### src/rtl/counter_btn_accel_if.sv
// Board-side bundle for counter_btn_accel: raw active-low buttons in, counter state out.
interface counter_btn_accel_if #(
  parameter int unsigned WIDTH = 8
);
  logic             btn_up_ni;
  logic             btn_down_ni;
  logic             btn_clr_ni;
  logic [WIDTH-1:0] counter_o;
  logic             at_min_o;
  logic             at_max_o;
  logic [1:0]       event_o;

  modport master (
    output btn_up_ni, btn_down_ni, btn_clr_ni,
    input  counter_o, at_min_o, at_max_o, event_o
  );

  modport slave (
    input  btn_up_ni, btn_down_ni, btn_clr_ni,
    output counter_o, at_min_o, at_max_o, event_o
  );
endinterface

### src/rtl/counter_btn_accel.sv
// Push-button up/down/clear counter with per-button sync + debounce, two-speed
// auto-repeat on up/down, and a saturating or wrapping [MIN_VAL,MAX_VAL] range.
module counter_btn_accel #(
  parameter int unsigned WIDTH        = 8,
  parameter int unsigned STEP         = 10,
  parameter int unsigned MIN_VAL      = 0,
  parameter int unsigned MAX_VAL      = 2**WIDTH - 1,
  parameter bit          SATURATE     = 1'b1,
  parameter int unsigned DEBOUNCE     = 1_000_000,
  parameter int unsigned REPEAT_DELAY = 20_000_000,
  parameter int unsigned REPEAT_RATE  = 5_000_000,
  parameter int unsigned FAST_RATE    = 1_000_000,
  parameter int unsigned FAST_AFTER   = 8
) (
  input logic                clk_i,
  input logic                reset_ni,
  counter_btn_accel_if.slave bus_if
);

  localparam int unsigned NBTN    = 3;
  localparam int unsigned NRPT    = 2;
  localparam int unsigned CW      = WIDTH + 1;
  localparam int unsigned DB_W    = (DEBOUNCE > 1) ? $clog2(DEBOUNCE) : 1;
  localparam int unsigned RPT_MX1 = (REPEAT_DELAY > REPEAT_RATE) ? REPEAT_DELAY : REPEAT_RATE;
  localparam int unsigned RPT_MAX = (RPT_MX1 > FAST_RATE) ? RPT_MX1 : FAST_RATE;
  localparam int unsigned RPT_W   = (RPT_MAX > 1) ? $clog2(RPT_MAX) : 1;
  localparam int unsigned REP_W   = $clog2(FAST_AFTER + 1);

  localparam logic [CW-1:0] MIN_X  = CW'(MIN_VAL);
  localparam logic [CW-1:0] MAX_X  = CW'(MAX_VAL);
  localparam logic [CW-1:0] STEP_X = CW'(STEP);
  localparam logic [CW-1:0] SPAN_X = CW'(MAX_VAL - MIN_VAL + 1);

  typedef enum logic [1:0] {
    RPT_IDLE,
    RPT_DELAY,
    RPT_SLOW,
    RPT_FAST
  } rpt_state_e;

  // Index 0 = up, 1 = down, 2 = clear.
  logic [NBTN-1:0] raw_n;
  logic [NBTN-1:0] pressed;
  logic [NRPT-1:0] req_c;

  assign raw_n = {bus_if.btn_clr_ni, bus_if.btn_down_ni, bus_if.btn_up_ni};

  for (genvar i = 0; i < NBTN; i++) begin : g_db
    logic            sync1_q, sync2_q;
    logic            deb_q, deb_d;
    logic [DB_W-1:0] timer_q, timer_d;

    always_ff @(posedge clk_i or negedge reset_ni) begin
      if (!reset_ni) begin
        sync1_q <= 1'b1;
        sync2_q <= 1'b1;
        deb_q   <= 1'b1;
        timer_q <= '0;
      end else begin
        sync1_q <= raw_n[i];
        sync2_q <= sync1_q;
        deb_q   <= deb_d;
        timer_q <= timer_d;
      end
    end

    // Flip only after DEBOUNCE consecutive cycles of disagreement.
    always_comb begin
      deb_d   = deb_q;
      timer_d = '0;
      if (sync2_q != deb_q) begin
        if (timer_q == DB_W'(DEBOUNCE - 1)) begin
          deb_d = sync2_q;
        end else begin
          timer_d = timer_q + DB_W'(1);
        end
      end
    end

    assign pressed[i] = ~deb_q;
  end

  for (genvar i = 0; i < NRPT; i++) begin : g_rpt
    rpt_state_e       state_q, state_d;
    logic [RPT_W-1:0] timer_q, timer_d;
    logic [REP_W-1:0] rep_q, rep_d;
    logic             req;

    always_ff @(posedge clk_i or negedge reset_ni) begin
      if (!reset_ni) begin
        state_q <= RPT_IDLE;
        timer_q <= '0;
        rep_q   <= '0;
      end else begin
        state_q <= state_d;
        timer_q <= timer_d;
        rep_q   <= rep_d;
      end
    end

    // A release drops straight back to idle from any state without a request.
    always_comb begin
      state_d = state_q;
      timer_d = timer_q;
      rep_d   = rep_q;
      req     = 1'b0;
      if (!pressed[i]) begin
        state_d = RPT_IDLE;
        timer_d = '0;
        rep_d   = '0;
      end else begin
        case (state_q)
          RPT_IDLE: begin
            req     = 1'b1;
            state_d = RPT_DELAY;
            timer_d = '0;
            rep_d   = '0;
          end
          RPT_DELAY: begin
            if (timer_q == RPT_W'(REPEAT_DELAY - 1)) begin
              req     = 1'b1;
              timer_d = '0;
              rep_d   = REP_W'(1);
              state_d = (FAST_AFTER <= 1) ? RPT_FAST : RPT_SLOW;
            end else begin
              timer_d = timer_q + RPT_W'(1);
            end
          end
          RPT_SLOW: begin
            if (timer_q == RPT_W'(REPEAT_RATE - 1)) begin
              req     = 1'b1;
              timer_d = '0;
              rep_d   = rep_q + REP_W'(1);
              if (rep_d == REP_W'(FAST_AFTER)) begin
                state_d = RPT_FAST;
              end
            end else begin
              timer_d = timer_q + RPT_W'(1);
            end
          end
          RPT_FAST: begin
            if (timer_q == RPT_W'(FAST_RATE - 1)) begin
              req     = 1'b1;
              timer_d = '0;
            end else begin
              timer_d = timer_q + RPT_W'(1);
            end
          end
          default: begin
            state_d = RPT_IDLE;
          end
        endcase
      end
    end

    assign req_c[i] = req;
  end

  logic             clr_prev_q;
  logic             clr_pulse_c;
  logic [WIDTH-1:0] counter_q, counter_d;
  logic [1:0]       event_q, event_d;
  logic [CW-1:0]    cur_c, up_val_c, dn_val_c;

  assign clr_pulse_c = pressed[2] & ~clr_prev_q;
  assign cur_c       = CW'(counter_q);

  // One extra bit keeps v+STEP and v+SPAN free of overflow.
  always_comb begin
    if (cur_c + STEP_X > MAX_X) begin
      up_val_c = SATURATE ? MAX_X : cur_c + STEP_X - SPAN_X;
    end else begin
      up_val_c = cur_c + STEP_X;
    end
    if (cur_c < MIN_X + STEP_X) begin
      dn_val_c = SATURATE ? MIN_X : cur_c + SPAN_X - STEP_X;
    end else begin
      dn_val_c = cur_c - STEP_X;
    end
  end

  // Clear wins; simultaneous up and down cancel out.
  always_comb begin
    counter_d = counter_q;
    event_d   = 2'b00;
    if (clr_pulse_c) begin
      counter_d = WIDTH'(MIN_VAL);
    end else if (req_c == 2'b01) begin
      counter_d = WIDTH'(up_val_c);
      event_d   = 2'b01;
    end else if (req_c == 2'b10) begin
      counter_d = WIDTH'(dn_val_c);
      event_d   = 2'b10;
    end
  end

  always_ff @(posedge clk_i or negedge reset_ni) begin
    if (!reset_ni) begin
      clr_prev_q <= 1'b0;
      counter_q  <= WIDTH'(MIN_VAL);
      event_q    <= 2'b00;
    end else begin
      clr_prev_q <= pressed[2];
      counter_q  <= counter_d;
      event_q    <= event_d;
    end
  end

  assign bus_if.counter_o = counter_q;
  assign bus_if.event_o   = event_q;
  assign bus_if.at_min_o  = (counter_q == WIDTH'(MIN_VAL));
  assign bus_if.at_max_o  = (counter_q == WIDTH'(MAX_VAL));

endmodule
### src/flat_wrapper.sv
// flat-port wrapper written by rule: the top's interface ports become plain ports
module counter_btn_accel_flat 
#(
  parameter int unsigned WIDTH        = 8,
  parameter int unsigned STEP         = 10,
  parameter int unsigned MIN_VAL      = 0,
  parameter int unsigned MAX_VAL      = 2**WIDTH - 1,
  parameter bit          SATURATE     = 1'b1,
  parameter int unsigned DEBOUNCE     = 1_000_000,
  parameter int unsigned REPEAT_DELAY = 20_000_000,
  parameter int unsigned REPEAT_RATE  = 5_000_000,
  parameter int unsigned FAST_RATE    = 1_000_000,
  parameter int unsigned FAST_AFTER   = 8
)
  (clk_i, reset_ni, bus_if_btn_up_ni, bus_if_btn_down_ni, bus_if_btn_clr_ni, bus_if_counter_o, bus_if_at_min_o, bus_if_at_max_o, bus_if_event_o);
  counter_btn_accel_if #(.WIDTH(WIDTH)) bus_if_i ();
  input logic clk_i;
  input logic reset_ni;
  input wire logic [$bits(bus_if_i.btn_up_ni)-1:0] bus_if_btn_up_ni;
  input wire logic [$bits(bus_if_i.btn_down_ni)-1:0] bus_if_btn_down_ni;
  input wire logic [$bits(bus_if_i.btn_clr_ni)-1:0] bus_if_btn_clr_ni;
  output wire logic [$bits(bus_if_i.counter_o)-1:0] bus_if_counter_o;
  output wire logic [$bits(bus_if_i.at_min_o)-1:0] bus_if_at_min_o;
  output wire logic [$bits(bus_if_i.at_max_o)-1:0] bus_if_at_max_o;
  output wire logic [$bits(bus_if_i.event_o)-1:0] bus_if_event_o;
  assign bus_if_i.btn_up_ni = bus_if_btn_up_ni;
  assign bus_if_i.btn_down_ni = bus_if_btn_down_ni;
  assign bus_if_i.btn_clr_ni = bus_if_btn_clr_ni;
  assign bus_if_counter_o = bus_if_i.counter_o;
  assign bus_if_at_min_o = bus_if_i.at_min_o;
  assign bus_if_at_max_o = bus_if_i.at_max_o;
  assign bus_if_event_o = bus_if_i.event_o;
  counter_btn_accel #(.WIDTH(WIDTH), .STEP(STEP), .MIN_VAL(MIN_VAL), .MAX_VAL(MAX_VAL), .SATURATE(SATURATE), .DEBOUNCE(DEBOUNCE), .REPEAT_DELAY(REPEAT_DELAY), .REPEAT_RATE(REPEAT_RATE), .FAST_RATE(FAST_RATE), .FAST_AFTER(FAST_AFTER)) u_core (.clk_i(clk_i), .reset_ni(reset_ni), .bus_if(bus_if_i));
endmodule
### config.mk
export PLATFORM = sky130hd
export DESIGN_NAME = counter_btn_accel_flat
export DESIGN_NICKNAME = d
export VERILOG_FILES = /design/src/rtl/counter_btn_accel_if.sv /design/src/rtl/counter_btn_accel.sv /design/src/flat_wrapper.sv
export SDC_FILE = /design/constraint.sdc
export NUM_CORES = 1
export LEC_CHECK = 0
export BUFFER_PORTS_ARGS = -buffer_cell sky130_fd_sc_hd__buf_2
export CORE_MARGIN = 2
export CORE_UTILIZATION = 33
export DETAILED_ROUTE_END_ITERATION = 6
export GPL_TIMING_DRIVEN = 0
export HOLD_SLACK_MARGIN = 0.15
export REMOVE_ABC_BUFFERS = 1
export SYNTH_ARGS = -nofsm -noshare
export SYNTH_HDL_FRONTEND = slang
export SYNTH_SLANG_ARGS = --single-unit
### constraint.sdc
create_clock -name clk_i -period 4.4 [get_ports clk_i]
set_clock_uncertainty 0.15 [all_clocks]
set_input_delay 0.44 -clock clk_i [delete_from_list [all_inputs] [get_ports clk_i]]
set_output_delay 0.44 -clock clk_i [all_outputs]
set_load 0.1 [all_outputs]
# --- Word level (Yosys, flattened, before mapping) ---
# Index checks and enable logic that the tools add are counted.
word_totals:
  regBits: 142
  latchBits: 0
  ram_bits: 0
  romBits: 0
  inputBits: 5
  out_inout_bits: 12
  word_cells: 129
  n_memories: 0
classes:
  add_sub_neg: 9
  n_mul: 0
  div_mod_pow: 0
  magnitude_cmp: 2
  eq_ne: 29
  shift: 0
  muxes: 52
  bitwise: 3
  reduce_logical: 13
op_table:
  columns: ["operator", "count"]
  rows:
  - ["$mux 25", 8]
  - ["$pmux 25 s4", 2]
  - ["$mux 20", 6]
  - ["$add 20x1->20 const B", 3]
  - ["$eq 20x20->1 const B", 3]
  - ["$add 25x1->25 const B", 2]
  - ["$eq 25x20->1 const B", 2]
  - ["$eq 25x23->1 const B", 2]
  - ["$eq 25x25->1 const B", 2]
  - ["$mux 8", 5]
  - ["$mux 4", 6]
  - ["$pmux 4 s3", 2]
  - ["$mux 2", 11]
  - ["$ne 3x1->1 const B", 6]
  - ["$pmux 2 s3", 2]
  - ["$eq 2x2->1 const B", 5]
  - ["$add 8x4->9 const B", 1]
  - ["$gt 9x8->1 const B", 1]
  - ["$add 4x1->4 const B", 2]
  - ["$eq 4x4->1 const B", 2]
  - ["$eq 8x8->1 const B", 1]
  - ["$logic_not 8->1", 1]
  - ["$lt 8x4->1 const B", 1]
  - ["$mux 1", 8]
  - ["12 further kinds", 24]

# --- Depth between registers and ports, before layout ---
depth:
  depth_word: 8
  ltp_mapped: 13
  ltp_nobuf: 13

# --- Least setup slack after synthesis ---
# No wires, ideal clock.
synth_timing:
  path_kind: "flip-flop to output port"
  start: "register u_core.counter_q[5] (netlist: u_core.bus_if.counter_o[5])"
  end: "output bus_if_at_min_o"
  arrival_time_ns: 3.534
  required_ns: 3.810
  path_slack_ns: 0.276
  path_stages_with_launch: 4
  n_path_buf: 1
  path_cell_list: "dfrtp_1 > clkbuf_1 > or3_1 > nor3_1"
synth_between:
  elab_chain_cells: 1
synth_lines:
  columns: ["item", "line", "source"]
  rows:
  - ["start, declared", "counter_btn_accel.sv:161", "logic [WIDTH-1:0] counter_q, counter_d;"]
  - ["start signal, assigned", "counter_btn_accel.sv:200", "counter_q <= WIDTH'(MIN_VAL);"]
  - ["start signal, assigned", "counter_btn_accel.sv:204", "counter_q <= counter_d;"]
  - ["$logic_not 8->1", "counter_btn_accel.sv:211", "assign bus_if.at_min_o = (counter_q == WIDTH'(MIN_VAL));"]
  - ["end, declared", "flat_wrapper.sv:23", "output wire logic [$bits(bus_if_i.at_min_o)-1:0] bus_if_at_min_o;"]
# Every way passes these cells.

# --- Worst setup path after layout ---
layout_timing:
  start: "register u_core.g_rpt[0].timer_q[21]"
  end: "register u_core.counter_q[5] (netlist: u_core.bus_if.counter_o[5])"
layout_between:
  elab_chain_cells: 7
  elab_cells_between_ends: 13
  classes_between: "eq/ne: 5; mux: 7; reduce/logical: 1"
layout_lines:
  columns: ["item", "line", "source"]
  rows:
  - ["start, declared", "counter_btn_accel.sv:85", "logic [RPT_W-1:0] timer_q, timer_d;"]
  - ["start signal, assigned", "counter_btn_accel.sv:96", "timer_q <= timer_d;"]
  - ["$eq 25x20->1 (tied with other cells)", "counter_btn_accel.sv:142", "if (timer_q == RPT_W'(FAST_RATE - 1)) begin"]
  - ["$mux 1, on equally long branches", "counter_btn_accel.sv:142, counter_btn_accel.sv:120, counter_btn_accel.sv:130", null]
  - ["$pmux 1 s4 (*)", "counter_btn_accel.sv:112", "case (state_q)"]
  - ["$mux 1 (*)", "counter_btn_accel.sv:107", "if (!pressed[i]) begin"]
  - ["$eq 2x1->1", "counter_btn_accel.sv:188", "end else if (req_c == 2'b01) begin"]
  - ["$mux 8", "counter_btn_accel.sv:188", null]
  - ["$mux 8", "counter_btn_accel.sv:186", "if (clr_pulse_c) begin"]
# Mark *: on every way between the ends. The rest lies on a longest branch, timed or not.
# A chain may end at the register's enable or synchronous reset.

==> impl_metrics.tcl <==
set metrics [dict create \
    max-clock-path-buffers 2 \
    drcViolationCount 0 \
    grt.total_usage_pct 12.5 \
    synthToLayoutAreaGrowth_pct 14.0 \
    setup_viol 0 \
    fp-row-count 55 \
    slew_headroom_pct 38.3 \
    die_h_um 155 \
    end_kind "flop" \
    first_global_vias 5395 \
    cts_resized 0 \
    intPower_uw 2340 \
    gr-usage-met1_pct 16.9 \
    fmax_ghz 0.252 \
    fin_nets 846 \
    die-area_um2 24000 \
    dr.pass1.iters 4 \
    holdPathEnd "u_core.g_db[0].sync2_q$_DFF_PN1_" \
    avgSynthCellArea_um2 9.40 \
    p_switching_uw 594 \
    top_usage_layer "met2" \
    ys_async_sr_fraction_pct 100 \
    utilization_pct 38.1 \
    cp_num_buf_inv 0 \
    antenna_found_initial 0 \
    crit_required_ps 4600 \
    synth_area_um2 7520 \
    yosys_warnings 0 \
    routed_via_density 4.96 \
    syn_inst 800 \
    gp_congestion 0.761 \
    crit_chain "nand4_1, or4_1, or4_4, nor2_1, a211oi_1, a21oi_1, ha_1, nor4_1, nor3_1, o311ai_0, nand2_1" \
    routed-via-count 5542 \
    yosysSeqAreaShare_pct 47.4 \
    clock_sinks 142 \
    power_frac_seq_pct 45.2 \
    yosys.area.top_type "dfrtp_1" \
    slew_violations 0 \
    cts-buffers-inserted 17 \
    clk_pin_slew_ps 60 \
    rr_worst_depth 11 \
    multiInputGateArea_um2 3740 \
    core_area_um2 22500 \
    cp.arrival_ps 4170 \
    min_period_over_period_pct 90.1 \
    synth_area_leaders "dfrtp_1, nor2_1, xor2_1, xnor2_1, ha_1" \
    crit_fanout 16 \
    fillers 2240 \
    cts_tree "yes" \
    cap_violations 0 \
    wl_per_cell_um 12.7 \
    min_from "u_core.g_db[0].sync1_q$_DFF_PN1_" \
    reg2reg_slack_ps 440 \
    finalSetupTns_ps 0 \
    ant_nets 0 \
    grt-ovfl-total 0 \
    diodes 0 \
    vdd_drop_max_mv 0.271 \
    synth_edf_count 0 \
    fin_total_pwr_uw 2930 \
    initial_utilization_pct 33.4 \
    dieWidth_um 155 \
    worst_path_dominant_cell_family "simple AND/OR/NAND/NOR gates" \
    seq_area_um2 3560 \
    leakage_uw 0.00369 \
    grt_setup_unrepaired "false" \
    pwr-share-comb_pct 1.9 \
    yosysTopAreaCellShare_pct 44.3 \
    status "complete, no violations" \
    grt_max_degree 73 \
    hold_class "flop to flop" \
    totalWireLength_mm 14.2 \
    hold_path_depth 0 \
    period_needed_ps 3960 \
    worst_slew_pin_slew_ps 918 \
    ys_ff_latch 142 \
    reg2reg_from "u_core.g_rpt[0].timer_q[21]$_DFF_PN0_" \
    h-tree-depth 4 \
    drt_iter0_drc 308 \
    critical_path_class "flop to flop" \
    use_met2_pct 19.8 \
    ys_types 62 \
    slowest_stage "nor3_1" \
    grt_pass1_wl_mm 25.0 \
    pwr_density_cell_nw_per_um2 342 \
    cts-root-buf "clkbuf_16" \
    use_met3_pct 2.09 \
    synth_ff_type "dfrtp_1" \
    hpwl_mm 9.29 \
    drive_gt1_share_pct 8.76 \
    hold_viol_final 0 \
    portBuffers 16 \
    p_sw_share_pct 20.2 \
    clockPowerShare_pct 52.9 \
    clk_latency_ps 430 \
    r2r-end "u_core.bus_if.counter_o[5]$_DFFE_PN0P_" \
    max_stage_delay_ps 730 \
    ioPinCount 17 \
    worst_setup_path_start_kind "flop" \
]
==> cell type report <==
| class | instances | area share [%] |
|---|---|---|
| well taps | 285 | 4.16 |
| repair buffers | 21 | 1.80 |
| multi-input cells | 609 | 43.7 |
| inverters | 29 | 1.27 |
| clock buffers | 22 | 5.65 |
| clock inverters | 10 | 1.85 |
| flip-flops and latches | 142 | 41.6 |
==> power by group through the flow <==
stage	Clock [µW]	Sequential (µW)	Combinational (µW)
global route	1640	1330	67.6
CTS	1590	1330	61.1
finish	1550	1330	57.1
global placement	0	1350	53.9
floorplan	0	1350	19.6
detailed placement	0	1350	57.6
==> sequential cells by signal, summed over array words and instances (netlist names) <==
| name | cells |
|---|---|
| u_core.clr_prev_q | 1 |
| u_core.bus_if.counter_o | 8 |
| u_core.g_rpt.timer_q | 50 |
| u_core.g_db.sync2_q | 3 |
| u_core.g_db.deb_q | 3 |
| u_core.g_db.timer_q | 60 |
| u_core.bus_if.event_o | 2 |
| u_core.g_rpt.rep_q | 8 |
| u_core.g_db.sync1_q | 3 |
| u_core.g_rpt.state_q | 4 |
==> worst max-delay path by stage <==
stage	start	to	slack (ps)	cells after the start
after floorplan	u_core.bus_if.counter_o[1]$_DFFE_PN0P_	bus_if_at_min_o	360	2
after global placement	u_core.g_rpt[0].timer_q[13]$_DFF_PN0_	u_core.bus_if.counter_o[5]$_DFFE_PN0P_	540	11
after detailed placement	u_core.g_rpt[0].timer_q[13]$_DFF_PN0_	u_core.bus_if.counter_o[5]$_DFFE_PN0P_	510	11
after CTS	u_core.g_rpt[0].timer_q[13]$_DFF_PN0_	u_core.bus_if.counter_o[5]$_DFFE_PN0P_	470	11
after global routing	u_core.g_rpt[0].timer_q[21]$_DFF_PN0_	u_core.bus_if.counter_o[7]$_DFFE_PN0P_	260	11
final	u_core.g_rpt[0].timer_q[21]$_DFF_PN0_	u_core.bus_if.counter_o[5]$_DFFE_PN0P_	440	11
==> kinds of logic (layout without fill, tap and decap cells) <==
kind of cell / after synthesis / after routing / share of synthesized area [%]
simple gates: 411 / 411 / 26.6
flops: 142 / 142 / 47.4
xor+xnor: 107 / 107 / 12.5
compound gates: 66 / 66 / 6.66
buf+inv: 49 / 82 / 2.80
fa+ha+maj: 21 / 21 / 3.50
mux: 4 / 4 / 0.566
==> synthesized netlist by cell type, drive strengths merged, types with 13 or more instances <==
library cell    n
inv            29
nand4          28
nand2          63
and3           20
xor2           60
clkbuf         13
nor2          159
ha             21
o21ai          18
nand3          52
xnor2          47
nor4           13
dfrtp         133
nor3           18
==> what timing repair did <==
item | 4_1_cts | 5_1_grt
hold endpoints to repair | 68 | 0
hold buffers | 4 | 0
buffers inserted | 0 | 0
==> worst reg2reg max path, cell delays in order, from the launching register on <==
cell and delay [ps]:
dfrtp_1 450, nand4_1 120, or4_1 490, or4_4 550, nor2_1 110, a211oi_1 70
a21oi_1 170, ha_1 490, nor4_1 160, nor3_1 730, o311ai_0 300, nand2_1 110
==> through the flow <==
| step | std cells | hold slack, ps | area (µm²) | setup WS (ps) |
|---|---|---|---|---|
| 2_1_floorplan | 780 | -5.59 | 7420 | 355 |
| 3_3_place_gp | 1081 | 203 | 7850 | 540 |
| 3_5_place_dp | 1082 | 204 | 7890 | 506 |
| 4_1_cts | 1118 | 214 | 8570 | 475 |
| 5_1_grt | 1118 | 217 | 8570 | 256 |
| 6_report | 1118 | 213 | 8570 | 437 |
==> layer usage <==
layer | part of all wire [%] | wire length, µm
met3 | 2.5 | 351
met2 | 45 | 6410
met4 | 2.0 | 277
met5 | 0 | 0
met1 | 50 | 7150
==> placed cells by master, fill, tap and decap left out, types with 18 or more instances in the layout <==
master and count:
nor2_1 159, dfrtp_1 133, nand2_1 63, xor2_1 60, nand3_1 52, xnor2_1 47, inv_1 29, nand4_1 28
ha_1 21, and3_1 20, nor3_1 18, o21ai_0 18
(Power assumes the default switching activity.)
